[config.mk]
export PLATFORM = sky130hd
export DESIGN_NAME = cla_addsub_pipe
export DESIGN_NICKNAME = d
export VERILOG_FILES = /design/src/rtl/cla_addsub_pipe.sv
export SDC_FILE = /design/constraint.sdc
export NUM_CORES = 1
export LEC_CHECK = 0
export ABC_AREA = 1
export BUFFER_PORTS_ARGS = -buffer_cell sky130_fd_sc_hd__buf_2
export CAP_MARGIN = 20
export CORE_MARGIN = 8
export CORE_UTILIZATION = 55
export CTS_CLUSTER_DIAMETER = 40
export DETAILED_ROUTE_END_ITERATION = 12
export PLACE_DENSITY = 0.76
export SLEW_MARGIN = 20
export SYNTH_ARGS = -nofsm -noshare
export SYNTH_HDL_FRONTEND = slang
export SYNTH_SLANG_ARGS = --single-unit
[constraint.sdc]
create_clock -name clk -period 3.7 [get_ports clk]
set_clock_uncertainty 0.1 [all_clocks]
set_input_delay 0.37 -clock clk [delete_from_list [all_inputs] [get_ports clk]]
set_output_delay 0.37 -clock clk [all_outputs]
set_load 0.05 [all_outputs]
[src/rtl/cla_addsub_pipe.sv]
// rtl/cla_addsub_pipe.sv - pipelined carry-lookahead adder/subtractor with wrap/saturate modes
module cla_addsub_pipe #(
  parameter int N          = 16,
  parameter int BLK        = 4,
  parameter int NUM_STAGES = 2
) (
  input  logic         clk,
  input  logic         rst_n,
  input  logic         in_valid,
  output logic         in_ready,
  input  logic [N-1:0] a,
  input  logic [N-1:0] b,
  input  logic [1:0]   op,
  input  logic         cin,
  output logic         out_valid,
  input  logic         out_ready,
  output logic [N-1:0] sum,
  output logic         cout,
  output logic         ovf
);

  localparam int NB  = N / BLK;
  localparam int BPS = NB / NUM_STAGES;
  localparam int SW  = BPS * BLK;
  localparam int L   = NUM_STAGES - 1;

  logic         adv;
  logic         acc;
  logic [N-1:0] b_eff;
  logic         cin_eff;

  // Whole pipe moves together; it only freezes when a finished result is not taken.
  assign adv      = !out_valid || out_ready;
  assign in_ready = adv && rst_n;
  assign acc      = in_valid && in_ready;

  // Subtraction is a + ~b + 1, so the carry-in is forced high in sub modes.
  assign b_eff   = op[0] ? ~b : b;
  assign cin_eff = op[0] | cin;

  // One segment: BPS lookahead blocks, block carries chained between blocks.
  function automatic logic [SW:0] seg_add(input logic [SW-1:0] x, input logic [SW-1:0] y,
                                          input logic ci);
    logic [SW-1:0]  s;
    logic           bc;
    logic [BLK-1:0] g;
    logic [BLK-1:0] p;
    logic [BLK:0]   c;
    logic           gg;
    logic           pp;
    s  = '0;
    bc = ci;
    for (int k = 0; k < BPS; k++) begin
      g    = x[k*BLK +: BLK] & y[k*BLK +: BLK];
      p    = x[k*BLK +: BLK] ^ y[k*BLK +: BLK];
      c    = '0;
      c[0] = bc;
      // Every bit carry is a flat group-generate/propagate term of the block carry-in.
      for (int i = 0; i < BLK; i++) begin
        gg = g[i];
        pp = p[i];
        for (int j = i - 1; j >= 0; j--) begin
          gg = gg | (pp & g[j]);
          pp = pp & p[j];
        end
        c[i+1] = gg | (pp & bc);
      end
      s[k*BLK +: BLK] = p ^ c[BLK-1:0];
      bc = c[BLK];
    end
    return {bc, s};
  endfunction

  function automatic logic [N-1:0] put_seg(input logic [N-1:0] r, input logic [SW-1:0] seg,
                                           input int idx);
    logic [N-1:0] o;
    o = r;
    o[idx*SW +: SW] = seg;
    return o;
  endfunction

  for (genvar s = 0; s < NUM_STAGES; s++) begin : g_seg
    logic [N-1:0] src_a;
    logic [N-1:0] src_b;
    logic [N-1:0] src_r;
    logic [1:0]   src_op;
    logic         src_c;
    logic         src_v;
    logic [SW:0]  res;
    logic [N-1:0] q_a;
    logic [N-1:0] q_b;
    logic [N-1:0] q_r;
    logic [1:0]   q_op;
    logic         q_c;
    logic         q_v;

    if (s == 0) begin : g_first
      assign src_a  = a;
      assign src_b  = b_eff;
      assign src_r  = '0;
      assign src_op = op;
      assign src_c  = cin_eff;
      assign src_v  = acc;
    end else begin : g_next
      assign src_a  = g_seg[s-1].q_a;
      assign src_b  = g_seg[s-1].q_b;
      assign src_r  = g_seg[s-1].q_r;
      assign src_op = g_seg[s-1].q_op;
      assign src_c  = g_seg[s-1].q_c;
      assign src_v  = g_seg[s-1].q_v;
    end

    assign res = seg_add(src_a[s*SW +: SW], src_b[s*SW +: SW], src_c);

    // Segment register: operands travel along, lower sum bits accumulate in q_r.
    always_ff @(posedge clk) begin
      if (!rst_n) begin
        q_v <= 1'b0;
      end else if (adv) begin
        q_v  <= src_v;
        q_a  <= src_a;
        q_b  <= src_b;
        q_op <= src_op;
        q_c  <= res[SW];
        q_r  <= put_seg(src_r, res[SW-1:0], s);
      end
    end
  end

  logic         fin_ovf;
  logic         fin_cout;
  logic [N-1:0] fin_sum;
  logic         a_msb;
  logic         unused_bits;

  assign a_msb       = g_seg[L].q_a[N-1];
  assign unused_bits = ^{g_seg[L].q_a[N-2:0], g_seg[L].q_b[N-2:0]};

  // Overflow is judged on the raw result; saturation clamps toward the sign of a.
  always_comb begin
    fin_ovf  = (a_msb == g_seg[L].q_b[N-1]) && (g_seg[L].q_r[N-1] != a_msb);
    fin_cout = g_seg[L].q_op[0] ? ~g_seg[L].q_c : g_seg[L].q_c;
    fin_sum  = g_seg[L].q_r;
    if (g_seg[L].q_op[1] && fin_ovf) begin
      fin_sum = a_msb ? {1'b1, {(N-1){1'b0}}} : {1'b0, {(N-1){1'b1}}};
    end
  end

  // Output register, held while the consumer stalls.
  always_ff @(posedge clk) begin
    if (!rst_n) begin
      out_valid <= 1'b0;
      sum       <= '0;
      cout      <= 1'b0;
      ovf       <= 1'b0;
    end else if (adv) begin
      out_valid <= g_seg[L].q_v;
      sum       <= fin_sum;
      cout      <= fin_cout;
      ovf       <= fin_ovf;
    end
  end

endmodule

=== After elaboration in Yosys (flattened, before gate mapping) ===
Cells that the tools add are included.

* Equal/unequal tests: 2
* Muxes and demuxes: 4
* Bitwise operators: 119
* Reductions and logical operators: 7

{| class="wikitable"
|+ Operators with widths
! cell !! count
|-
| $and A1 B1 Y1 || 64
|-
| $mux W16 || 3
|-
| $or A1 B1 Y1 || 41
|-
| $xor A4 B4 Y4 || 8
|-
| $and A4 B4 Y4 || 4
|-
| $not A16 Y16 || 1
|-
| $logic_and A1 B1 Y1 || 4
|-
| $reduce_and A2 Y1 || 1
|-
| $eq A1 B1 Y1 || 1
|-
| $logic_not A1 Y1 || 1
|-
| $logic_or A1 B1 Y1 || 1
|-
| $mux W1 || 1
|-
| $ne A1 B1 Y1 || 1
|-
| $not A1 Y1 || 1
|}

* Flip-flop bits (word level): 115
* Input bits: 39
* Logic and storage cells: 148

=== Longest topological paths before layout ===
* Word-level depth: 11
* Mapped depth: 12

=== Worst setup path after synthesis ===
Ideal clock, no wire load.

* Kind: reg-to-reg
* Start: register out_valid
* End: register g_seg[0].q_a[10], enable pin
* Arrival: 3323 ps
* Data required time: 3116 ps
* Slack: -207 ps
* Stages on the path, launching flop included: 4
* Clock period less this slack: 3907 ps
* Cell sequence: dfxtp_1 > inv_1 > nor2_4 > nor2_1

* Word-level cells in the longest chain between the ends: 3

{| class="wikitable"
|+ RTL lines
! what !! RTL line !! text
|-
| start: declaration || 15 || <nowiki>output logic out_valid,</nowiki>
|-
| start signal: assignment || 157 || <nowiki>out_valid <= g_seg[L].q_v;</nowiki>
|-
| $logic_not A1 Y1 || 33 || <nowiki>assign adv = !out_valid || out_ready;</nowiki>
|-
| $logic_or A1 B1 Y1 || 33 ||
|-
| $reduce_and A2 Y1 (no line) || - ||
|-
| end signal: assignment || 121 || <nowiki>q_a <= src_a;</nowiki>
|-
| end: declaration || 90 || <nowiki>logic [N-1:0] q_a;</nowiki>
|}

Every way passes these cells.
A chain may end at the register's enable or synchronous reset.

=== Worst setup path after layout ===
* Start: input op[0]
* End: register g_seg[0].q_r[5] (data pin)

* Word-level cells in the longest chain between the ends: 10

{| class="wikitable"
|+ RTL lines
! what !! RTL line !! text
|-
| start: declaration || 13 || <nowiki>input logic [1:0] op,</nowiki>
|-
| $mux W16 || 38 || <nowiki>assign b_eff = op[0] ? ~b : b;</nowiki>
|-
| $xor A4 B4 Y4 or $and A4 B4 Y4 (tied branches) || 55, 54 ||
|-
| $and A1 B1 Y1, on equally long branches || 63, 64 ||
|-
| $or A1 B1 Y1, or another cell as far along (2 in series) || 63 || <nowiki>gg = gg | (pp & g[j]);</nowiki>
|-
| $or A1 B1 Y1 or $and A1 B1 Y1 (tied branches) || 63, 66 ||
|-
| $or A1 B1 Y1 || 66 || <nowiki>c[i+1] = gg | (pp & bc);</nowiki>
|-
| $and A1 B1 Y1 || 66 ||
|-
| $or A1 B1 Y1 || 66 ||
|-
| $xor A4 B4 Y4 * || 68 || <nowiki>s[k*BLK +: BLK] = p ^ c[BLK-1:0];</nowiki>
|-
| via g_seg[0].res[5] || 89 || <nowiki>logic [SW:0] res;</nowiki>
|-
| end signal: assignment || 125 || <nowiki>q_r <= put_seg(src_r, res[SW-1:0], s);</nowiki>
|-
| end: declaration || 92 || <nowiki>logic [N-1:0] q_r;</nowiki>
|}

Mark *: on every way through the listed nets, which the timed path passes. The rest lies on a longest branch.

==> results.md <==
- Status: complete, no violations
- DRT met1 WL: between 2 and 2.5 mm
- Final min period: ~2.3 ns
- IO Port Bufs: slightly below 60
- Worst hold slack: 0.113 ns
- CP endpoint kind: flop
- Clock power share: roughly 30%
- Iter 0 DRT Violations: 65
- Area grow syn2layout: 16.6%
- Synth unique cells: 27
- Postcts setup bufs: 0
- Routability cong.: ~0.80
- Logic pwr share: 20.1%
- Vias in the first global route: approximately 2200
- Worst Hold Class: in2reg
- # fillers: roughly 500
- Post-route ant nets: 0
- Highest Signal Layer: met4
- Clock Path Buffers: 2
- RR Endpoint: g_seg[1].q_r[13]$_DFFE_PP_
- Clock transition at path regs: about 0.070 ns
- Slew headroom: between 60% and 70%
- Hold depth: 1
- DIE AREA: between 0.008 and 0.009 mm2
- Layout cells sized above 1: 30.4%
- Maximum VDD drop: ~0.36 mV
- Kind of start point of the critical path: input port
- LEAKAGE: around 1.8 nW
- Num CTS Buffers: 9
- Final Max Tran Viols: 0
- Via density: 4.81
- Clk_lat worst skew: about 0.33 ns
- Chip height: slightly above 90 um
- Root buffer cell: clkbuf_8
- # rows: 28
- DR WL/cell: roughly 12 um
- Post-synth top area share: 44.4%
- Final Net Count: ~420
- Crit path max fanout: 18
- Final hold vios: 0
- Number of synthesized flops with an enable pin: 48
- # IOs: between 50 and 60
- H-tree depth: 3
- Syn Nets: around 350
- Critical Path RT: 3.68 ns
- Core Region: just under 0.006 mm2
- Hold path start: a[13]
- Routed WL: around 5.4 mm
- Metal2 WL: 2.58 mm
- Routed met3 length: between 300 and 400 um
- Pwr Density: between 500 and 600 mW/mm2
- Unrepaired setup endpoints after global routing: no
- Synth Flop Type: edfxtp_1
- Sw Ratio: between 20% and 30%
- Crit path DAT: approximately 2.3 ns
- Hpwl dp: 4.05 mm
- Final Setup Violations: 0
- R2R cell count: 7
- MaxCap Viol Count: 0
- Ys async rst share: 0%
- Reg-to-reg startpoint: g_seg[0].q_a[11]$_DFFE_PP_
- FF+latch count, synth: 69
- Total gr overflow: 0
- Sequential fraction of design power: roughly 50%
- Clock sinks: between 60 and 70
- Setup TNS: 0 ns
- Synth cell count leaders: edfxtp_1 (48), nand2_1 (47), inv_1 (33), dfxtp_1 (21)
- CTS Hold Bufs: 0
- Sw Pwr: approximately 0.55 mW
- Starting Density: a little under three fifths
- Number of instances resized during post-cts repair: 0
- Register area share after synthesis: roughly 57%
- R2R setup slack: roughly 1.7 ns
- Int Power: ~1.4 mW
- Slew @ Worst Pin: about 0.47 ns
- Most common cell in the synthesized netlist: edfxtp_1
- Setup Crit Path Kind: in2reg
- Largest net degree at the start of global routing: 37
- Synthesized area per cell: roughly 11 um2
- First-pass iteration count of the detailed router: 4
- DR vias: roughly 2100
- First-pass GRT wire length: between 9 and 10 mm
- Residual DRC: 0
- Top post-synthesis cells by area: edfxtp_1 (44%), dfxtp_1 (13%), ha_1 (6.2%), nand2_1 (5.4%), xor2_1 (4.6%)
- Yosys top cell by area: edfxtp_1
- Die extent in x: approximately 93 um
- Max Clk Rate: 433 MHz
- Yosys warns: 0
- Cells after Synth: between 200 and 300
- Antenna violations before repair: 0
- Tcrit/Tclk final: about 62%
- Global Route Usage Sum: a little over an eighth
- TritonCTS clock tree: yes
- Hold path endpoint: g_seg[0].q_a[13]$_DFFE_PP_
- Synth Cell Area: 0.00325 mm2
- N_diodes: 0
## power groups by stage
stage / sequential, mW / clock (mW) / combinational, mW
CTS: 0.972 / 0.599 / 0.397
global placement: 0.983 / 0 / 0.382
detailed placement: 0.988 / 0 / 0.394
global route: 0.980 / 0.638 / 0.439
floorplan: 1.06 / 0 / 0.224
finish: 0.971 / 0.584 / 0.392
## cell families after synthesis
family | after synthesis | synth area share (%)
buffers and inverters | 47 | 6.32
xor gates and xnor gates | 23 | 6.20
adders and majority gates | 20 | 8.63
and+or+nand+nor | 87 | 12.6
DFF | 69 | 57.3
AOI/OAI and AO/OA | 49 | 8.94
## worst max-delay path, stage by stage
cell and delay [ns]:
buf_2 0.39, xnor2_1 0.22, inv_1 0.08, ha_1 0.29
nand3_2 0.10, nand3_2 0.10, nand2_1 0.08, nand2_1 0.06
inv_1 0.05, fa_1 0.40, xnor2_1 0.13
## through the flow
step / cells / power [mW] / cell area (um2) / setup slack (ns) / util [%]
final: 437 / 1.95 / 3790 / 1.39 / 65.1
after CTS: 437 / 1.97 / 3790 / 1.38 / 65.1
after global placement: 421 / 1.37 / 3590 / 1.12 / 61.7
after floorplan: 295 / 1.29 / 3250 / 0.838 / -
after detailed placement: 421 / 1.38 / 3590 / 1.02 / 61.7
after global routing: 437 / 2.06 / 3790 / 1.24 / 65.1
## layer usage
metal,global-route usage (%),vias to the layer above
li1,-,1095
met1,15.1,943
met2,22.5,55
met3,4.94,11
met4,7.25,0
met5,0,-
## worst max-delay path by stage
stage / startpoint / end / slack, ns / depth (start not counted)
after global placement: op[0] / g_seg[0].q_r[5]$_DFFE_PP_ / 1.12 / 11
final: op[0] / g_seg[0].q_r[5]$_DFFE_PP_ / 1.39 / 11
after global routing: op[0] / g_seg[0].q_r[5]$_DFFE_PP_ / 1.24 / 11
after floorplan: rst_n / g_seg[0].q_a[10]$_DFFE_PP_ / 0.84 / 3
after detailed placement: op[0] / g_seg[0].q_r[5]$_DFFE_PP_ / 1.02 / 11
after CTS: op[0] / g_seg[0].q_r[5]$_DFFE_PP_ / 1.38 / 11
## state kept, by name, summed over array words and instances (netlist names)
register / count
g_seg.q_op: 4
g_seg.q_a: 9
g_seg.q_c: 2
sum: 16
out_valid: 1
ovf: 1
g_seg.q_b: 9
g_seg.q_r: 24
g_seg.q_v: 2
cout: 1
## area by class of cell
class,count,area [um2],share of cell area [%]
clock buffer,14,185,4.89
timing repair buffer,59,298,7.87
tap,75,93.8,2.48
clock inverter,2,12.5,0.330
inverter,39,146,3.87
sequential,69,1860,49.2
multi-input combinational,179,1190,31.4
## cells in the final DEF (no fill, tap or decap), types with 2 or more instances in the layout
cell type	instances
inv_1	33
nor2_4	2
nand2_2	15
dfxtp_1	21
xnor2_1	6
clkbuf_8	9
xor2_1	17
nand2_1	47
a21oi_1	17
nor2_1	11
ha_1	16
buf_2	58
edfxtp_1	48
inv_2	6
nand3_1	6
a21oi_2	10
o21ai_1	9
clkbuf_1	3
o21ai_0	10
fa_1	4
nand3_2	4
clkbuf_16	2
Power figures use the tool's default switching activity.
